$ cat src/rtl/fighter_anim_sequencer_if.sv
// Pose request channel between the game-logic FSM and the fighter animation sequencer.
//   pose_req    requested pose index
//   pose_valid  request strobe from the game logic
//   pose_ready  sequencer can take a request (valid & ready = accepted)
// master: game-logic side; slave: sequencer side.

interface fighter_anim_sequencer_if #(
  parameter int unsigned POSE_W = 3
) ();

  logic [POSE_W-1:0] pose_req;
  logic              pose_valid;
  logic              pose_ready;

  modport master (
    output pose_req,
    output pose_valid,
    input  pose_ready
  );

  modport slave (
    input  pose_req,
    input  pose_valid,
    output pose_ready
  );

endinterface

$ cat src/rtl/fighter_anim_sequencer.sv
// Fighter sprite animation sequencer. Picks one of NUM_POSES pose channels per pixel and steps
// the displayed pose through FRAMES animation frames. Pose changes land only on frame_tick so a
// video frame never tears. Poses can be looping, one-shot, locked one-shot or terminal.
// Ports:
//   vga_clk, reset_n   pixel clock, async active-low reset
//   frame_tick         1-cycle pulse per video frame
//   req_if (slave)     pose_req / pose_valid / pose_ready request channel
//   blank              1 = active video, 0 forces colour/sprite_on to zero
//   pix_rgb, pix_on    per-pose {r,g,b} and sprite hit from the pose ROMs
//   frame_sel          frame index driven to every pose ROM
//   cur_pose           pose currently displayed
//   red/green/blue     registered colour of the selected pose
//   sprite_on          registered sprite hit of the selected pose
//   anim_done          pulse when a non-terminal one-shot finishes
//   req_err            pulse when an accepted request names a pose that does not exist

module fighter_anim_sequencer #(
  parameter int unsigned          NUM_POSES    = 8,
  parameter int unsigned          FRAMES       = 4,
  parameter int unsigned          FRAME_HOLD   = 6,
  parameter int unsigned          COLOR_W      = 4,
  parameter int unsigned          DEFAULT_POSE = 0,
  parameter logic [NUM_POSES-1:0] ONESHOT_MASK = 8'hCA,
  parameter logic [NUM_POSES-1:0] LOCK_MASK    = 8'hC2,
  parameter logic [NUM_POSES-1:0] TERM_MASK    = 8'h40,
  localparam int unsigned         POSE_W       = (NUM_POSES > 1) ? $clog2(NUM_POSES) : 1,
  localparam int unsigned         FRAME_W      = (FRAMES > 1) ? $clog2(FRAMES) : 1
) (
  input  logic                           vga_clk,
  input  logic                           reset_n,
  input  logic                           frame_tick,
  fighter_anim_sequencer_if.slave        req_if,
  input  logic                           blank,
  input  logic [NUM_POSES*3*COLOR_W-1:0] pix_rgb,
  input  logic [NUM_POSES-1:0]           pix_on,
  output logic [FRAME_W-1:0]             frame_sel,
  output logic [POSE_W-1:0]              cur_pose,
  output logic [COLOR_W-1:0]             red,
  output logic [COLOR_W-1:0]             green,
  output logic [COLOR_W-1:0]             blue,
  output logic                           sprite_on,
  output logic                           anim_done,
  output logic                           req_err
);

  localparam int unsigned HOLD_W = (FRAME_HOLD > 1) ? $clog2(FRAME_HOLD) : 1;
  // Masks widened to every encodable pose index so indexing by a POSE_W value is always legal.
  localparam int unsigned NSEL   = 1 << POSE_W;

  localparam logic [NSEL-1:0]    OS_M       = NSEL'(ONESHOT_MASK);
  localparam logic [NSEL-1:0]    LOCK_M     = NSEL'(LOCK_MASK);
  localparam logic [NSEL-1:0]    TERM_M     = NSEL'(TERM_MASK);
  localparam logic [POSE_W-1:0]  DEF_POSE   = POSE_W'(DEFAULT_POSE);
  localparam logic [POSE_W:0]    POSE_LIMIT = (POSE_W+1)'(NUM_POSES);
  localparam logic [FRAME_W-1:0] LAST_FRAME = FRAME_W'(FRAMES - 1);
  localparam logic [HOLD_W-1:0]  HOLD_LAST  = HOLD_W'(FRAME_HOLD - 1);

  typedef enum logic [1:0] {StLoop, StOneshot, StTerminal} state_e;

  state_e              state_q, state_d;
  logic [POSE_W-1:0]   cur_pose_q, cur_pose_d;
  logic [FRAME_W-1:0]  frame_q, frame_d;
  logic [HOLD_W-1:0]   hold_q, hold_d;
  logic [POSE_W-1:0]   pend_q, pend_d;
  logic                pend_valid_q, pend_valid_d;
  logic                anim_done_q, anim_done_d;
  logic                req_err_q, req_err_d;
  logic [COLOR_W-1:0]  red_q, green_q, blue_q;
  logic                sprite_on_q;

  logic                pose_ready;
  logic                req_bad;
  logic [POSE_W-1:0]   next_pose;
  logic [3*COLOR_W-1:0] sel_rgb;
  logic                sel_on;

  assign pose_ready        = !pend_valid_q && (state_q != StTerminal);
  assign req_if.pose_ready = pose_ready;
  assign req_bad           = {1'b0, req_if.pose_req} >= POSE_LIMIT;
  // Pose loaded when a one-shot runs out: a queued request wins over the idle pose.
  assign next_pose         = pend_valid_q ? pend_q : DEF_POSE;

  always_ff @(posedge vga_clk or negedge reset_n) begin
    if (!reset_n) begin
      state_q      <= StLoop;
      cur_pose_q   <= DEF_POSE;
      frame_q      <= '0;
      hold_q       <= '0;
      pend_q       <= '0;
      pend_valid_q <= 1'b0;
      anim_done_q  <= 1'b0;
      req_err_q    <= 1'b0;
    end else begin
      state_q      <= state_d;
      cur_pose_q   <= cur_pose_d;
      frame_q      <= frame_d;
      hold_q       <= hold_d;
      pend_q       <= pend_d;
      pend_valid_q <= pend_valid_d;
      anim_done_q  <= anim_done_d;
      req_err_q    <= req_err_d;
    end
  end

  always_comb begin
    state_d      = state_q;
    cur_pose_d   = cur_pose_q;
    frame_d      = frame_q;
    hold_d       = hold_q;
    pend_d       = pend_q;
    pend_valid_d = pend_valid_q;
    anim_done_d  = 1'b0;
    req_err_d    = 1'b0;

    if (frame_tick && (state_q != StTerminal)) begin
      if (pend_valid_q && !((state_q == StOneshot) && LOCK_M[cur_pose_q])) begin
        pend_valid_d = 1'b0;
        // Re-requesting the looping pose is absorbed without restarting its animation.
        if (!((state_q == StLoop) && (pend_q == cur_pose_q))) begin
          cur_pose_d = pend_q;
          frame_d    = '0;
          hold_d     = '0;
          state_d    = OS_M[pend_q] ? StOneshot : StLoop;
        end
      end else if (hold_q < HOLD_LAST) begin
        hold_d = hold_q + HOLD_W'(1);
      end else begin
        hold_d = '0;
        case (state_q)
          StLoop: begin
            frame_d = (frame_q == LAST_FRAME) ? '0 : frame_q + FRAME_W'(1);
          end
          StOneshot: begin
            if (frame_q != LAST_FRAME) begin
              frame_d = frame_q + FRAME_W'(1);
            end else if (TERM_M[cur_pose_q]) begin
              state_d = StTerminal;
            end else begin
              anim_done_d  = 1'b1;
              cur_pose_d   = next_pose;
              frame_d      = '0;
              pend_valid_d = 1'b0;
              state_d      = OS_M[next_pose] ? StOneshot : StLoop;
            end
          end
          default: ;
        endcase
      end
    end

    // Accept after the tick logic: ready implies nothing was pending this cycle, so a request
    // accepted alongside frame_tick waits for the following tick.
    if (req_if.pose_valid && pose_ready) begin
      if (req_bad) begin
        req_err_d = 1'b1;
      end else begin
        pend_d       = req_if.pose_req;
        pend_valid_d = 1'b1;
      end
    end
  end

  // Channel select; indices at or above NUM_POSES are never matched.
  always_comb begin
    sel_rgb = '0;
    sel_on  = 1'b0;
    for (int p = 0; p < NUM_POSES; p++) begin
      if (cur_pose_q == POSE_W'(p)) begin
        sel_rgb = pix_rgb[p*3*COLOR_W +: 3*COLOR_W];
        sel_on  = pix_on[p];
      end
    end
  end

  always_ff @(posedge vga_clk or negedge reset_n) begin
    if (!reset_n) begin
      red_q       <= '0;
      green_q     <= '0;
      blue_q      <= '0;
      sprite_on_q <= 1'b0;
    end else if (blank) begin
      red_q       <= sel_rgb[3*COLOR_W-1 -: COLOR_W];
      green_q     <= sel_rgb[2*COLOR_W-1 -: COLOR_W];
      blue_q      <= sel_rgb[COLOR_W-1:0];
      sprite_on_q <= sel_on;
    end else begin
      red_q       <= '0;
      green_q     <= '0;
      blue_q      <= '0;
      sprite_on_q <= 1'b0;
    end
  end

  assign frame_sel = frame_q;
  assign cur_pose  = cur_pose_q;
  assign red       = red_q;
  assign green     = green_q;
  assign blue      = blue_q;
  assign sprite_on = sprite_on_q;
  assign anim_done = anim_done_q;
  assign req_err   = req_err_q;

endmodule

$ cat src/flat_wrapper.sv
// flat-port wrapper written by rule: the top's interface ports become plain ports
module fighter_anim_sequencer_flat 
#(
  parameter int unsigned          NUM_POSES    = 8,
  parameter int unsigned          FRAMES       = 4,
  parameter int unsigned          FRAME_HOLD   = 6,
  parameter int unsigned          COLOR_W      = 4,
  parameter int unsigned          DEFAULT_POSE = 0,
  parameter logic [NUM_POSES-1:0] ONESHOT_MASK = 8'hCA,
  parameter logic [NUM_POSES-1:0] LOCK_MASK    = 8'hC2,
  parameter logic [NUM_POSES-1:0] TERM_MASK    = 8'h40,
  localparam int unsigned         POSE_W       = (NUM_POSES > 1) ? $clog2(NUM_POSES) : 1,
  localparam int unsigned         FRAME_W      = (FRAMES > 1) ? $clog2(FRAMES) : 1
)
  (vga_clk, reset_n, frame_tick, blank, pix_rgb, pix_on, frame_sel, cur_pose, red, green, blue, sprite_on, anim_done, req_err, req_if_pose_req, req_if_pose_valid, req_if_pose_ready);
  fighter_anim_sequencer_if #(.POSE_W(3)) req_if_i ();
  input  logic vga_clk;
  input  logic reset_n;
  input  logic frame_tick;
  input  logic blank;
  input  logic [NUM_POSES*3*COLOR_W-1:0] pix_rgb;
  input  logic [NUM_POSES-1:0] pix_on;
  output logic [FRAME_W-1:0] frame_sel;
  output logic [POSE_W-1:0] cur_pose;
  output logic [COLOR_W-1:0] red;
  output logic [COLOR_W-1:0] green;
  output logic [COLOR_W-1:0] blue;
  output logic sprite_on;
  output logic anim_done;
  output logic req_err;
  input wire logic [$bits(req_if_i.pose_req)-1:0] req_if_pose_req;
  input wire logic [$bits(req_if_i.pose_valid)-1:0] req_if_pose_valid;
  output wire logic [$bits(req_if_i.pose_ready)-1:0] req_if_pose_ready;
  assign req_if_i.pose_req = req_if_pose_req;
  assign req_if_i.pose_valid = req_if_pose_valid;
  assign req_if_pose_ready = req_if_i.pose_ready;
  fighter_anim_sequencer #(.NUM_POSES(NUM_POSES), .FRAMES(FRAMES), .FRAME_HOLD(FRAME_HOLD), .COLOR_W(COLOR_W), .DEFAULT_POSE(DEFAULT_POSE), .ONESHOT_MASK(ONESHOT_MASK), .LOCK_MASK(LOCK_MASK), .TERM_MASK(TERM_MASK)) u_core (.vga_clk(vga_clk), .reset_n(reset_n), .frame_tick(frame_tick), .req_if(req_if_i), .blank(blank), .pix_rgb(pix_rgb), .pix_on(pix_on), .frame_sel(frame_sel), .cur_pose(cur_pose), .red(red), .green(green), .blue(blue), .sprite_on(sprite_on), .anim_done(anim_done), .req_err(req_err));
endmodule
$ cat config.mk
export PLATFORM = sky130hd
export DESIGN_NAME = fighter_anim_sequencer_flat
export DESIGN_NICKNAME = d
export VERILOG_FILES = /design/src/rtl/fighter_anim_sequencer_if.sv /design/src/rtl/fighter_anim_sequencer.sv /design/src/flat_wrapper.sv
export SDC_FILE = /design/constraint.sdc
export NUM_CORES = 1
export LEC_CHECK = 0
export BUFFER_PORTS_ARGS = -buffer_cell sky130_fd_sc_hd__buf_2
export CORE_UTILIZATION = 46
export CTS_BUF_LIST = sky130_fd_sc_hd__clkbuf_4 sky130_fd_sc_hd__clkbuf_8
export DETAILED_ROUTE_END_ITERATION = 6
export PLACE_DENSITY_LB_ADDON = 0.1
export SYNTH_ARGS = -nofsm -noshare
export SYNTH_HDL_FRONTEND = slang
export SYNTH_SLANG_ARGS = --single-unit
export TNS_END_PERCENT = 5
$ cat constraint.sdc
create_clock -name vga_clk -period 2.69 [get_ports vga_clk]
set_input_delay 0.269 -clock vga_clk [delete_from_list [all_inputs] [get_ports vga_clk]]
set_output_delay 0.269 -clock vga_clk [all_outputs]
set_load 0.02 [all_outputs]
# Word level (Yosys, flattened, before mapping)
# Memory sizes are Yosys's and may differ from the RTL's.
# Index checks and enable logic that the tools add are counted.
# totals
register_bits,28
romBits,32
in_bits,112
output_inout_bits,21
word_cells,122
mem_count,4
# op_classes
add_sub_neg,2
magnitude_cmp,4
n_eq_ne,20
muxes,62
reduce_logical,19
# mem_list
name,depth,word_bits,rd,rd_ports_with_merged_regs,wr,line_no,source
(no name shown),8,1,1,0,0,fighter_anim_sequencer.sv:143,state_d = OS_M[next_pose] ? StOneshot : StLoop;
(no name shown),8,1,1,0,0,fighter_anim_sequencer.sv:116,if (pend_valid_q && !((state_q == StOneshot) && LOCK_M[cur_pose_q])) begin
(no name shown),8,1,1,0,0,fighter_anim_sequencer.sv:136,end else if (TERM_M[cur_pose_q]) begin
(no name shown),8,1,1,0,0,fighter_anim_sequencer.sv:123,state_d = OS_M[pend_q] ? StOneshot : StLoop;
# op_table
op,count
12-bit 2-to-1 mux,8
3-bit 2-to-1 mux,10
1-bit 2-to-1 mux,28
2-bit 2-to-1 mux,12
5-bit AND reduction,3
3-bit == test (second input constant),4
3-bit by 4-bit less-than comparator with 1-bit output (second input constant),3
4-bit 2-to-1 mux,3
3-bit by 2-bit != test with 1-bit output (second input constant),3
3-bit by 2-bit == test with 1-bit output (second input constant),2
1-bit logical AND,6
2-bit by 1-bit != test with 1-bit output (second input constant),3
2-bit != test (second input constant),3
6-bit AND reduction,1
3-bit nonzero test,2
4-bit != test (second input constant),1
2-bit case mux with 2 select lines,1
2-bit nonzero test,2
3-bit by 1-bit adder with 3-bit output (second input constant),1
3-bit by 1-bit == test with 1-bit output (second input constant),1
3-bit == test,1
3-bit zero test,1
3-bit less-than comparator (second input constant),1
2-bit by 1-bit adder with 2-bit output (second input constant),1
5 further kinds,6

# Logic depth before layout (Yosys ltp)
# depth
word_depth,10
depth_mapped,7
depth_no_buf,6

# Worst setup path before layout
# No wires, ideal clock.
# synth_path
path_type,register -> register
start,reg u_core.cur_pose_q[0] (netlist: u_core.cur_pose[0])
end,reg u_core.blue_q[0] (netlist: u_core.blue[0])
setup_ns,0.125
t_arrival_ns,1.644
t_required_ns,2.565
slack_ns,0.921
path_stages_with_launch,6
n_path_buf,2
synth_period_minus_slack_ns,1.769
path_cell_list,dfrtp_1 > buf_2 > buf_2 > mux2_2 > o221ai_1 > a21oi_1
# synth_between
elab_chain_cells,10
elab_cells_between_ends,17
classes_between,7 x eq/ne; 9 x mux; 1 x reduce/logical
# synth_lines
element,line_no,source
start: declaration,fighter_anim_sequencer.sv:61,"logic [POSE_W-1:0] cur_pose_q, cur_pose_d;"
start signal: assignment,fighter_anim_sequencer.sv:95,cur_pose_q <= cur_pose_d;
3-bit zero test,fighter_anim_sequencer.sv:168,if (cur_pose_q == POSE_W'(p)) begin
12-bit 2-to-1 mux (7 in series),fighter_anim_sequencer.sv:168,
12-bit 2-to-1 mux (*),fighter_anim_sequencer.sv:168,
4-bit 2-to-1 mux (*),fighter_anim_sequencer.sv:181,end else if (blank) begin
end signal: assignment,fighter_anim_sequencer.sv:184,blue_q <= sel_rgb[COLOR_W-1:0];
end: declaration,fighter_anim_sequencer.sv:68,"logic [COLOR_W-1:0] red_q, green_q, blue_q;"
# Every way passes the cells marked *; elsewhere a longest branch is shown, timed or not.
# A chain may end at the register's enable or synchronous reset.

# Final worst setup path
# layout_path
start,reg u_core.cur_pose_q[2] (netlist: u_core.cur_pose[2])
end,reg u_core.cur_pose_q[2] (netlist: u_core.cur_pose[2])
# layout_between
elab_chain_cells,7
elab_cells_between_ends,16
classes_between,5 x eq/ne; 3 x mux; 6 x reduce/logical; 2 x memory
# layout_lines
element,line_no
memory 8 x 1 bit,-
1-bit 2-to-1 mux (implied by the code),fighter_anim_sequencer.sv:116
1-bit logical AND,fighter_anim_sequencer.sv:116
1-bit zero test,fighter_anim_sequencer.sv:116
1-bit logical AND,fighter_anim_sequencer.sv:116
2-bit != test (no source line) (tied with other cells),-
6-bit AND reduction (no source line),-
# Several ways; a longest one is shown, not always the timed one. The select of a mux whose other input is x is not followed.

==> out/qor.csv <==
stage,metric,value,unit
status,status,"finished, violations left",
status,failing checks,hold timing,
placement,gpl congestion,0.9197,
synthesis,warnings from Yosys,0,
worst_setup_path,CP Max Fanout,21,
final_layout,share of post-route cells with drive strength above 1,55.19,%
final_layout,Final Instance Area,2660,sq um
worst_setup_path,data required time at the worst endpoint,2830,ps
worst_setup_path,"Slowest-stage cell, CP",dfrtp_1,
final_layout,Synth-to-Final Area Change,37.69,%
synthesis,Compound-Gate Fraction of Synth Area,19.82,%
routing,DRC viols,0,
final_layout,FILL cells,362,
synthesis,mux cell area share after synthesis,27.20,%
routing,drt first pass iters,4,
final_layout,n_diodes,0,
worst_setup_path,Worst path depth,5,
floorplan,die height,66.81,um
floorplan,die width,66.81,um
floorplan,Std-Cell Core Area,4029,sq um
pwr,Switch Pwr,956.1,uW
final_layout,"most common cell after layout, fill and taps aside",buf_2,
sta,Final Setup Violations,0,
routing,total wire length,5.534,mm
pwr,P_leak,1.321,nW
clock_network,Worst-path clk slew,100,ps
worst_setup_path,critical path class,register to register,
clock_network,post-cts sizing count,0,
floorplan,# IOs,133,
clock_network,# Post-CTS Setup Buffers,0,
clock_network,H-tree Lvls,1,
pwr,Logic pwr share,56.1,%
sta,setup TNS,0,ps
worst_setup_path,crit path DAT,2130,ps
worst_setup_path,worst reg-to-reg setup slack,700,ps
synthesis,dominant synthesized flop cell,dfrtp_1,
routing,DRT iter0 DRCs,138,
grt,vias in the first global route,1742,
grt,initial antenna violation count,0,
sta,worst slew pin tran,649.2,ps
sta,Post-Route Skew,2.622,ps
routing,Vias,1973,
grt,GRT overflow,0,
placement,Port Buf Inserts,131,
synthesis,syn nets,299,
clock_network,CTS Root Cell,clkbuf_8,
floorplan,die area,4463,sq um
worst_setup_path,Critical Path Most Common Cell,nor2_1,
worst_setup_path,crit path launch,u_core.cur_pose[2],
synthesis,largest family of logic cells by synthesized area,multiplexers,
clock_network,CTS Buf Count,3,
flow_run,Max-cap violations,0,
worst_setup_path,R2R depth,5,
clock_network,CTS tree,yes,
routing,Vias/cell,5.511,
worst_setup_path,RR Startpoint,u_core.cur_pose[2],
synthesis,"Avg Cell Area, Syn",10.44,sq um
routing,routed length per instance,15.46,um
grt,largest net degree at the start of global routing,29,
clock_network,clock buffer depth,2,
synthesis,ys async rst share,100.0,%
pwr,Worst VDD drop,0.0005143,V
final_layout,"Core Util, Final",66.02,%
synthesis,Syn Inst Count,185,
worst_setup_path,worst path bufs/invs,0,
synthesis,simple-gate portion of the synthesized area,8.808,%
synthesis,Mapped Area,1932,sq um
sta,Worst slew margin,56.72,%
clock_network,CTS Hold Bufs,0,
floorplan,Core Rows,23,
clock_network,Clock Sinks,28,
clock_network,clock latency on the worst-skew pair,270,ps
final_layout,Multi-input gate area,1134,sq um
pwr,part of the power in registers,32.3,%
grt,first-pass GRT wire length,8.224,mm
grt,Tot GR Track Use,24.97,%
sta,crit path time final,1989,ps
final_layout,register area,700.7,sq um
final_layout,"commonest non-fill, non-tap cells in the layout","131 x buf_2, 28 x dfrtp_1, 19 x nand2_1",
placement,DPL Wire Length,4.493,mm
sta,final hold slack,-3.450,ps
synthesis,post-synthesis sequential area ratio,36.27,%
worst_setup_path,Worst path max stage delay,640,ps
synthesis,Post-synth EDFFs,0,
worst_setup_path,Setup crit end kind,register,
floorplan,Initial Util,47.95,%
pwr,final total power,2.260,mW
worst_setup_path,CP cell instances,"or3b_1, a22o_1, nor2_1, nor2_1, mux2i_1",
final_layout,Layout Nets,423,
pwr,internal power,1.304,mW
sta,RSZ-0062 raised after global routing,false,
synthesis,#FFs+latches synth,28,
routing,Antenna Violating Nets Remaining,0,
sta,max frequency,502.9,MHz
synthesis,Post-Synth Adder-Cell Area,1.295,%
synthesis,Post-Synth XOR/XNOR Area,1.360,%
worst_setup_path,startpoint class of the critical path,register,
sta,Fin. Hold Viols,13,
sta,period utilization,73.92,%
synthesis,synth unique cells,35,
sta,Final Max Slew Viols,0,
pwr,clock share of power,11.6,%
worst_setup_path,"delay-heaviest family, CP",simple AND/OR/NAND/NOR gates,
placement,post-placement cell area,2605,sq um
pwr,Power Dens Cells,849.6,nW/um^2
pwr,Switching Fraction,42.30,%
worst_hold_path,worst hold path type,input port to asynchronous set/reset pin,
power groups by stage:
stage	combinational (mW)	sequential (mW)	clock, mW
after global placement	1.26	0.733	0
after floorplan	0.901	0.758	0
after CTS	1.27	0.730	0.265
final	1.27	0.731	0.261
after detailed placement	1.27	0.737	0
after global routing	1.40	0.763	0.290
state kept, by name, indices dropped and copies added, names as in the netlist:
signal / flops
u_core.anim_done: 1
u_core.blue: 4
u_core.cur_pose: 3
u_core.frame_sel: 2
u_core.green: 4
u_core.hold_q: 3
u_core.pend_q: 3
u_core.pend_valid_q: 1
u_core.red: 4
u_core.sprite_on: 1
u_core.state_q: 2
cells in the mapped netlist (2+ instances only):
library cell / count / share of area [%]
mux2i_1: 3 / 1.6
buf_4: 2 / 0.78
a22o_1: 2 / 0.91
a21oi_1: 15 / 3.9
nand2_1: 19 / 3.7
nor2_1: 8 / 1.6
clkbuf_1: 8 / 1.6
buf_2: 6 / 1.6
o21ai_0: 17 / 4.4
o21bai_1: 2 / 0.78
mux4_2: 13 / 15
xor2_1: 2 / 0.91
inv_1: 6 / 1.2
ha_1: 2 / 1.3
mux2_2: 18 / 10
dfrtp_1: 28 / 36
o2bb2ai_1: 2 / 0.91
o221ai_1: 13 / 5.9
nand2b_1: 3 / 0.97
per-stage QoR:
step	instances	worst slack, ps	hold slack, ps
2_1_floorplan	185	921.3	-26.59
3_3_place_gp	354	794.6	312.3
3_5_place_dp	354	738.0	319.8
4_1_cts	358	720.8	14.87
5_1_grt	358	554.7	40.10
6_report	358	701.4	-3.450
worst paths after layout:
check,to
max,u_core.cur_pose[2]
min,u_core.frame_sel[1]
max reg2reg,u_core.cur_pose[2]
min reg2reg,u_core.hold_q[2]
max in group asynchronous,u_core.red[0]
min in group vga_clk,u_core.pend_q[0]
metal layers:
metal	track usage (%)	share of wire [%]
met1	35.32	42
met2	39.02	51
met3	4.281	6.6
met4	6.915	1.1
met5	0	0
logic make-up (layout without fill, tap and decap cells):
| logic type | Yosys count | count (layout) |
|---|---|---|
| buffers and inverters | 22 | 145 |
| AOI/OAI and AO/OA | 58 | 58 |
| adders and majority gates | 2 | 2 |
| muxes | 34 | 34 |
| and+or+nand+nor | 37 | 37 |
| DFF | 28 | 28 |
| xor gates and xnor gates | 3 | 3 |
| other | 1 | 1 |
layout make-up:
| type | instances | share of cell area, % |
|---|---|---|
| Multi-Input combinational cell | 135 | 42.62 |
| Sequential cell | 28 | 26.34 |
| Timing Repair Buffer | 135 | 25.78 |
| Tap cell | 50 | 2.352 |
| Clock buffer | 4 | 2.070 |
| Inverter | 6 | 0.8467 |
(Power assumes the default switching activity.)
